`config.mk`:
```
export PLATFORM = sky130hd
export DESIGN_NAME = instr_fetch_unit
export DESIGN_NICKNAME = d
export VERILOG_FILES = /design/src/rtl/instr_fetch_unit.sv
export SDC_FILE = /design/constraint.sdc
export NUM_CORES = 1
export LEC_CHECK = 0
export CAP_MARGIN = 20
export CELL_PAD_IN_SITES_DETAIL_PLACEMENT = 2
export CELL_PAD_IN_SITES_GLOBAL_PLACEMENT = 2
export CORE_AREA = 2 2 153 185
export DETAILED_ROUTE_END_ITERATION = 10
export DIE_AREA = 0 0 155 187
export PLACE_DENSITY_LB_ADDON = 0.1
export SYNTH_ARGS = -nofsm -noshare
export SYNTH_HDL_FRONTEND = slang
export SYNTH_SLANG_ARGS = --single-unit
```
`constraint.sdc`:
```
create_clock -name clk -period 3.9 [get_ports clk]
set_input_delay 0.585 -clock clk [delete_from_list [all_inputs] [get_ports clk]]
set_output_delay 0.585 -clock clk [all_outputs]
set_load 0.005 [all_outputs]
```
`src/rtl/instr_fetch_unit.sv`:
```
// Multi-cycle instruction fetch stage: holds the PC, fetches over a req/ack
// handshake, and selects the next PC from the Control branch/jump decisions.
module instr_fetch_unit #(
  parameter logic [31:0] RESET_PC = 32'h0000_0000
) (
  input  logic        clk,
  input  logic        rst_n,
  output logic        imem_req,
  output logic [31:0] imem_addr,
  input  logic        imem_ack,
  input  logic [31:0] imem_rdata,
  input  logic        stall,
  input  logic        branch,
  input  logic        zero,
  input  logic        jump,
  output logic [31:0] instr,
  output logic [5:0]  op,
  output logic [31:0] pc,
  output logic [31:0] pc_plus4,
  output logic        instr_valid,
  output logic [31:0] retire_count
);

  localparam logic [31:0] RESET_PC_ALIGNED = {RESET_PC[31:2], 2'b00};

  typedef enum logic [1:0] {
    IDLE   = 2'd0,
    FETCH  = 2'd1,
    DECODE = 2'd2
  } stateT;

  stateT       state;
  stateT       nextState;
  logic        loadInstr;
  logic        advance;
  logic [31:0] pcReg;
  logic [31:0] instrReg;
  logic [31:0] retireCount;
  logic [31:0] pcPlus4;
  logic [31:0] branchOffset;
  logic [31:0] branchTarget;
  logic [31:0] jumpTarget;
  logic [31:0] nextPc;

  always_ff @(posedge clk or negedge rst_n) begin
    if (!rst_n) begin
      state <= IDLE;
    end else begin
      state <= nextState;
    end
  end

  // Ack only matters in FETCH and branch/jump only in an unstalled DECODE,
  // so stray handshakes elsewhere can never touch the datapath registers.
  always_comb begin
    nextState = state;
    loadInstr = 1'b0;
    advance   = 1'b0;
    case (state)
      IDLE: begin
        nextState = FETCH;
      end
      FETCH: begin
        if (imem_ack) begin
          loadInstr = 1'b1;
          nextState = DECODE;
        end
      end
      DECODE: begin
        if (!stall) begin
          advance   = 1'b1;
          nextState = FETCH;
        end
      end
      default: begin
        nextState = IDLE;
      end
    endcase
  end

  assign pcPlus4      = pcReg + 32'd4;
  assign branchOffset = {{14{instrReg[15]}}, instrReg[15:0], 2'b00};
  assign branchTarget = pcPlus4 + branchOffset;
  assign jumpTarget   = {pcPlus4[31:28], instrReg[25:0], 2'b00};

  // Jump outranks a taken branch when Control asserts both.
  always_comb begin
    nextPc = pcPlus4;
    if (jump) begin
      nextPc = jumpTarget;
    end else if (branch && zero) begin
      nextPc = branchTarget;
    end
  end

  always_ff @(posedge clk or negedge rst_n) begin
    if (!rst_n) begin
      pcReg       <= RESET_PC_ALIGNED;
      instrReg    <= 32'd0;
      retireCount <= 32'd0;
    end else begin
      if (loadInstr) begin
        instrReg <= imem_rdata;
      end
      if (advance) begin
        pcReg       <= nextPc;
        retireCount <= retireCount + 32'd1;
      end
    end
  end

  assign imem_req     = (state == FETCH);
  assign instr_valid  = (state == DECODE);
  assign imem_addr    = pcReg;
  assign pc           = pcReg;
  assign pc_plus4     = pcPlus4;
  assign instr        = instrReg;
  assign op           = instrReg[31:26];
  assign retire_count = retireCount;

endmodule

```
---- Word-level counts from Yosys, hierarchy flattened ----
Cells that the tools add are included.
word-level totals
  register bits ........................... 98
  bits of input ports ..................... 39
  logic and storage cells ................. 23
  output and inout bits ................... 168
operators by class
  reductions and logical operators ........ 3
  muxes and demuxes ....................... 9
  equal/unequal tests ..................... 4
  add/sub/neg operators ................... 3
operator list
  kind                                                             count
  32-bit 2-to-1 mux                                                2
  32-bit by 1-bit adder with 32-bit output, second input constant  1
  32-bit by 3-bit adder with 32-bit output, second input constant  1
  32-bit adder                                                     1
  2-bit case mux with 3 select lines                               1
  1-bit 2-to-1 mux                                                 4
  2-bit 2-to-1 mux                                                 2
  2-bit by 1-bit == test with 1-bit output, second input constant  1
  2-bit == test, second input constant                             1
  2-bit zero test                                                  1
  2-bit by 1-bit != test with 1-bit output, second input constant  1
  2-bit != test, second input constant                             1
  2-bit AND reduction                                              1
  1-bit logical AND                                                1

---- Depth between registers and ports, before layout ----
Gate-level depths: netlist of the first run.
  depth in word-level cells ............... 4
  mapped depth ............................ 17
  depth with buffers taken out ............ 17

---- Least setup slack after synthesis of the first run ----
Ideal clock, no wire load.
  kind .................................... reg2reg
  start point ............................. register pcReg[2] (netlist: imem_addr[2])
  end point ............................... register pcReg[31] (netlist: imem_addr[31])
  cell stages (with the launch flop) ...... 17
  required time ........................... 3.808 ns
  clock period less this slack ............ 3.969 ns
  slack ................................... -0.069 ns
  buffers on the path ..................... 0
  arrival ................................. 3.877 ns
  cells stage by stage .................... dfrtp_1 -> ha_1 -> and4_1 -> nand4_1 -> or2_2 -> inv_1 -> nand2_1 -> xnor2_1 -> ha_1 -> and4_1 -> nand3_1 -> o41ai_2 -> a2111oi_2 -> o41ai_2 -> xor2_1 -> and3_1 -> o31ai_2
between the ends
  word-level cells in the longest chain between the ends .. 4
RTL lines
  item                                      RTL line  text
  start: declaration                        36        logic [31:0] pcReg;
  start signal: assignment                  106       pcReg <= nextPc;
  32-bit by 3-bit adder with 32-bit output  81        assign pcPlus4 = pcReg + 32'd4;
  net pc_plus4[20]                          19        output logic [31:0] pc_plus4,
  32-bit adder                              83        assign branchTarget = pcPlus4 + branchOffset;
  32-bit 2-to-1 mux                         91        end else if (branch && zero) begin
  32-bit 2-to-1 mux                         89        if (jump) begin
The timed path passes the listed nets, and every way through them passes these cells.
A chain may end at the register's enable or synchronous reset.

---- Worst setup path after layout of the first run ----
  start point ............................. register pcReg[3] (netlist: imem_addr[3])
  end point ............................... register pcReg[29] (netlist: imem_addr[29])
between the ends
  word-level cells in the longest chain between the ends .. 4
RTL lines
  item                                          RTL line
  32-bit by 3-bit adder with 32-bit output (*)  81
  32-bit adder                                  83
  32-bit 2-to-1 mux                             91
  32-bit 2-to-1 mux (*)                         89
Every way passes the cells marked *; elsewhere a longest branch is shown, timed or not.

==> flow_summary_export.csv, run 1 <==
group,metric,value,unit
status,outcome,"completed",
clock_network,clkTransAtPathRegs,80,ps
drt,first_pass_iters,4,
timing,fmax,262,MHz
synthesis,ys_types,54,
clock_network,clk_path_buf_depth,2,
timing,finalHoldViolCount,0,
floorplan,rows,67,
synthesis,ys_ff_latch,96,
final_layout,final_cell_count_no_fill,1346,
drt,postRouteAntennaNets,0,
clock_network,numCtsBuffers,9,
drt,wl,27.4,mm
grt,grtUsageTotal,0.192,
clock_network,htreeDepth,3,
synthesis,synth_edf_count,0,
drt,detail_route.wl_per_cell,20.3,um
worst_setup_path,worstSetupPathType,"reg -> reg",
final_layout,syn_to_final_growth,49.0,%
synthesis,ys_top_cells_by_count,"dfrtp_1 (96), nand2_1 (83), a21oi_1 (50), xnor2_1 (50), nor2_1 (49)",
worst_setup_path,crit_fanout,3,
floorplan,fp.dieH,187,um
synthesis,synth_flop_cell,"dfrtp_1",
placement,placed_cells,1310,
worst_setup_path,r2r-start,"imem_addr[3]",
worst_setup_path,critPathArrivalTime,4060,ps
timing,fin_crit_sh,0.977,
worst_setup_path,cp_cell_sequence,"ha_2, and4_4, nand4_1, buf_6, nor2_2, xor2_1, ha_1, buf_4, and4_1, a221oi_4, o41ai_4, buf_4, a2111oi_4, buf_4, nor3_1, xor2_1, o22ai_1, a21oi_1",
grt,grt_pass1_vias,7549,
worst_setup_path,cp_slowest_cell,"dfrtp_1",
synthesis,syn_area,6720,um^2
min_path,holdCritPathClass,"in -> async",
worst_setup_path,critical-path-max-stage-delay,360,ps
synthesis,ys_seq_area_frac,0.357,
worst_setup_path,startpoint,"imem_addr[3]",
timing,clock-skew-final,7.75,ps
grt,grt_max_degree,70,
worst_setup_path,crit_path_frequent_cell,"buf_4",
synthesis,synthArstFlopShare,1.00,
clock_network,ctsHoldBuffers,0,
floorplan,num_io_pins,207,
job,max_cap_viol_count,0,
worst_setup_path,start_kind,"flip-flop",
final_layout,nets,1072,
synthesis,yosys-top-cells-area,"dfrtp_1 (36%), ha_1 (6.9%), xnor2_1 (6.5%), mux2_2 (5.4%), buf_4 (4.9%)",
clock_network,cts_tree,"yes",
synthesis,ys_warn_count,0,
power_and_ir_drop,p_per_area,918,nW/um^2
drt,num_vias,6628,
clock_network,clkLatencyLatePin,370,ps
timing,slew_headroom,0.367,
final_layout,fin_util,0.365,
clock_network,root_buffer,"clkbuf_16",
floorplan,die-area,29000,um^2
final_layout,drive_gt1_frac,0.195,
placement,portBuffers,200,
timing,setup_tns,0,ps
timing,slew_violations,0,
power_and_ir_drop,power_leakage,0.00429,uW
placement,gp_congestion,0.851,
worst_setup_path,critPathRequiredTime,4150,ps
synthesis,synth.most_common_cell,"dfrtp_1",
placement,hpwl,20.5,mm
power_and_ir_drop,vdd_drop_max,268,uV
timing,grt_setup_unrepaired,"true",
grt,antenna_found_initial,0,
clock_network,cts.sinks,96,
drt,drt_iter0_drc,177,
final_layout,n_fill_cell,2976,
timing,period_needed,3810,ps
drt,post-route-drc-count,0,
synthesis,netlist.area_leader.share,0.357,
grt,overflow,0,
worst_setup_path,crit_path_end_kind,"flip-flop",
floorplan,core_area,27400,um^2
floorplan,start_util,0.245,
timing,worst_pin_slew,949,ps
synthesis,synth_top_area_cell,"dfrtp_1",
synthesis,syn_area_per_cell,9.05,um^2
synthesis,syn_inst,743,
floorplan,die_x,155,um
timing,finalSetupViolCount,0,
drt,vias_per_cell,4.92,
grt,grt_pass1_wl,43.5,mm
==> registers in the layout (all words and copies together), names as in the netlist <==
signal and count:
state 2, instr 32, imem_addr 30, retire_count 32
==> metrics by stage <==
stage / instance area, um^2 / hold WS, ps / power, uW / setup slack, ps
final: 10000 / 346 / 9190 / 89.9
after global routing: 10000 / 420 / 9960 / -198
after CTS: 9810 / 382 / 9090 / 4.43
after detailed placement: 9390 / 477 / 7930 / -187
after global placement: 9390 / 467 / 7750 / -54.1
after floorplan: 6770 / 289 / 5040 / 30.4
==> cell type report <==
| cell class | count | area [um^2] | area share |
|---|---|---|---|
| clock inverter | 7 | 73.8 | 0.00737 |
| tap | 345 | 432 | 0.0431 |
| timing repair buffer | 307 | 2830 | 0.282 |
| inverter | 12 | 45.0 | 0.00450 |
| antenna | 1 | 2.50 | 0.000250 |
| sequential | 96 | 2400 | 0.240 |
| multi-input combinational | 569 | 4010 | 0.400 |
| clock buffer | 9 | 225 | 0.0225 |
==> kinds of logic after synthesis <==
kind of cell | share of synthesized area
and+or+nand+nor | 0.165
AOI/OAI and AO/OA | 0.158
DFF | 0.357
xor gates and xnor gates | 0.111
buffers and inverters | 0.0778
adders and majority gates | 0.0719
muxes | 0.0581
other | 0.000558
==> routing by layer <==
metal / global-route usage / part of all wire
met3: 0.0266 / 0.026
met1: 0.226 / 0.42
met4: 0.0627 / 0.025
met2: 0.354 / 0.53
met5: 0 / 0
==> placed cells by master (no fill, tap or decap), drive strengths merged, types with 33 or more instances in the layout <==
cell type,instances
nor2,49
xnor2,50
dfrtp,96
buf,108
xor2,35
clkdlybuf4s50,199
a21oi,51
nand2,83
ha,37
nand3,33
o21ai,46
==> power by group <==
part / total, uW / internal, uW / switching, uW
registers: 1760 / 1340 / 430
clock network: 949 / 455 / 493
logic: 6470 / 3370 / 3100
==> timing repair <==
action | CTS | global route
setup endpoints to repair | 4 | 12
hold endpoints to repair | 0 | 0
resized for setup | 8 | 22
buffers inserted | 11 | 8
pin swaps | 12 | 18
==> worst paths after layout <==
path                                     to  slack, ps  cells past startpoint
hold / removal                     instr[8]        350                      1
setup reg to reg              imem_addr[29]         90                     18
hold reg to reg            retire_count[31]        480                      1
max in group asynchronous         instr[17]       2720                      2
min in group clk           retire_count[31]        480                      1
setup / recovery              imem_addr[29]         90                     18
==> critical path: cells and delay by family (launching register included) <==
| kind | cells | cell delay (ps) |
|---|---|---|
| AND/OR/NAND/NOR | 5 | 790 |
| AO/OA/AOI/OAI | 5 | 1040 |
| adder cells (fa/ha/maj) | 2 | 470 |
| flip-flops | 1 | 360 |
| XOR/XNOR | 2 | 360 |
| buffers and inverters | 4 | 670 |
Power figures use the tool's default switching activity.
==> run 2: changes to the inputs <==
- CTS_CLUSTER_DIAMETER: unset -> 120
- GPL_TIMING_DRIVEN: unset -> 0
==> run 2 against run 1 <==
Sequential cell count unchanged. Worst setup slack lost 5.0 ps. Sequential power increased by 8%. First-iteration DRC count increased by 1.1%. Register-to-register slack barely moved. Critical path type unchanged. Highest routed layer unchanged.
==> flow_summary_export.csv, run 2 (synthesized netlist as in run 1, its figures left out) <==
group,metric,value,unit
final_layout,ff_latch_area,2420,um^2
final_layout,n_fill_cell,3010,
drt,wl,27.2,mm
drt,num_vias,6531,
clock_network,numCtsBuffers,9,
grt,grtUsageTotal,0.187,
worst_setup_path,critical-path-max-stage-delay,410,ps
worst_setup_path,worstSetupPathType,"reg -> reg",
placement,place_area,9220,um^2
clock_network,clkLatencyLatePin,360,ps
timing,slew_violations,0,
floorplan,start_util,0.245,
timing,grt_setup_unrepaired,"true",
drt,vias_per_cell,4.82,
placement,portBuffers,199,
drt,drt_iter0_drc,179,
power_and_ir_drop,power_leakage,0.00436,uW
timing,worst_hold_slack,198,ps
job,max_cap_viol_count,0,
floorplan,fp.dieH,187,um
grt,grt_pass1_vias,7013,
placement,gp_congestion,0.794,
worst_setup_path,cp_top_family,"compound AO/OA/AOI/OAI gates",
drt,postRouteAntennaNets,0,
floorplan,core_area,27400,um^2
worst_setup_path,critPathRequiredTime,4170,ps
worst_setup_path,crit_path_end_kind,"flip-flop",
power_and_ir_drop,p_total,9050,uW
worst_setup_path,cp_slowest_cell,"dfrtp_2",
final_layout,n_antenna_cell,0,
timing,fin_crit_sh,0.978,
final_layout,nets,1081,
final_layout,syn_to_final_growth,52.5,%
timing,fmax,262,MHz
timing,worst_pin_slew,1170,ps
worst_setup_path,startpoint,"imem_addr[2]",
worst_setup_path,cp_cell_sequence,"ha_4, and4_4, nand4_1, buf_6, or2_4, inv_1, nand2_1, xnor2_2, ha_4, and4_4, a221oi_4, o41ai_4, a2111oi_4, o41ai_2, xor2_1, and3_1, o31ai_2",
grt,antenna_found_initial,0,
final_layout,final_cell_mix,"clkdlybuf4s50_1 (195), buf_4 (92), nand2_1 (83), dfrtp_1 (83), a21oi_1 (45)",
worst_setup_path,critPathArrivalTime,4090,ps
grt,overflow,0,
final_layout,finish.instance_area,10200,um^2
power_and_ir_drop,vdd_drop_max,330,uV
placement,hpwl,20.2,mm
drt,first_pass_iters,4,
worst_setup_path,r2r-start,"imem_addr[2]",
worst_setup_path,critPathBufInv,2,
floorplan,die-area,29000,um^2
clock_network,clk_path_buf_depth,2,
min_path,holdCritPathClass,"in -> async",
final_layout,final_common_cell,"clkdlybuf4s50_1",
final_layout,drive_gt1_frac,0.220,
floorplan,num_io_pins,207,
status,outcome,"completed",
timing,slew_headroom,0.219,
power_and_ir_drop,p_per_area,883,nW/um^2
clock_network,cts_tree,"yes",
drt,detail_route.wl_per_cell,20.1,um
clock_network,cts.sinks,96,
timing,finalSetupViolCount,0,
drt,post-route-drc-count,0,
timing,clock-skew-final,17.2,ps
timing,finalHoldViolCount,0,
grt,grt_max_degree,63,
floorplan,die_x,155,um
worst_setup_path,start_kind,"flip-flop",
worst_setup_path,crit_fanout,4,
clock_network,clkTransAtPathRegs,80,ps
clock_network,root_buffer,"clkbuf_16",
final_layout,multi_input_area,4190,um^2
grt,grt_pass1_wl,42.2,mm
clock_network,htreeDepth,3,
floorplan,rows,67,
timing,period_needed,3820,ps
[run 2: cell count changes in the layout (fill, tap and decap cells not counted), moves of 5 or more]
cell and change:
xnor2_1 -5, buf_6 +7, a21oi_1 -5, buf_4 -14, dfrtp_2 +13, clkbuf_1 +15, dfrtp_1 -13, xnor2_2 +5
[run 2: power breakdown]
| group | switching (uW) | internal (uW) |
|---|---|---|
| registers | 558 | 1350 |
| clock network | 480 | 455 |
| logic | 2900 | 3310 |
[run 2: what timing repair did]
item / 4_1_cts / 5_1_grt
setup endpoints to repair: 25 / 15
endpoints found under the hold margin: 0 / 0
pin swaps: 14 / 21
hold buffers: 0 / 0
resized for setup: 46 / 41
buffers inserted: 24 / 26
[run 2: worst paths after layout]
kind	cells past startpoint	end	slack, ps
setup / recovery	17	imem_addr[31]	80
hold / removal	1	instr[8]	200
setup reg to reg	17	imem_addr[31]	80
hold reg to reg	1	retire_count[29]	490
max in group asynchronous	2	imem_addr[2]	2960
min in group clk	1	retire_count[29]	490
[run 2: cell type report]
type / instances / share of cell area
well taps: 345 / 0.0421
repair buffers: 249 / 0.234
inverters: 12 / 0.00440
clock buffers: 9 / 0.0220
multi-input cells: 569 / 0.409
flip-flops and latches: 96 / 0.236
clock inverters: 7 / 0.00720
plain buffers: 67 / 0.0450
[run 2: per-layer routing]
layer	up-vias	share of wire	track usage	wire length (um)
met5	-	0	0	0
met4	0	0.0072	0.0310	196
met3	8	0.025	0.0218	679
met2	126	0.52	0.338	14100
met1	3294	0.45	0.243	12200
li1	3103	-	-	-
[run 2: metrics by stage]
step	TNS (ps)	std cells	setup slack, ps	util
finish	0	1354	84.9	0.374
global route	-421	1354	-137	0.374
CTS	-49.6	1329	-49.6	0.360
detailed placement	-8130	1293	-1150	0.336
global placement	-207820	1292	-2090	0.335
floorplan	0	748	30.4	-
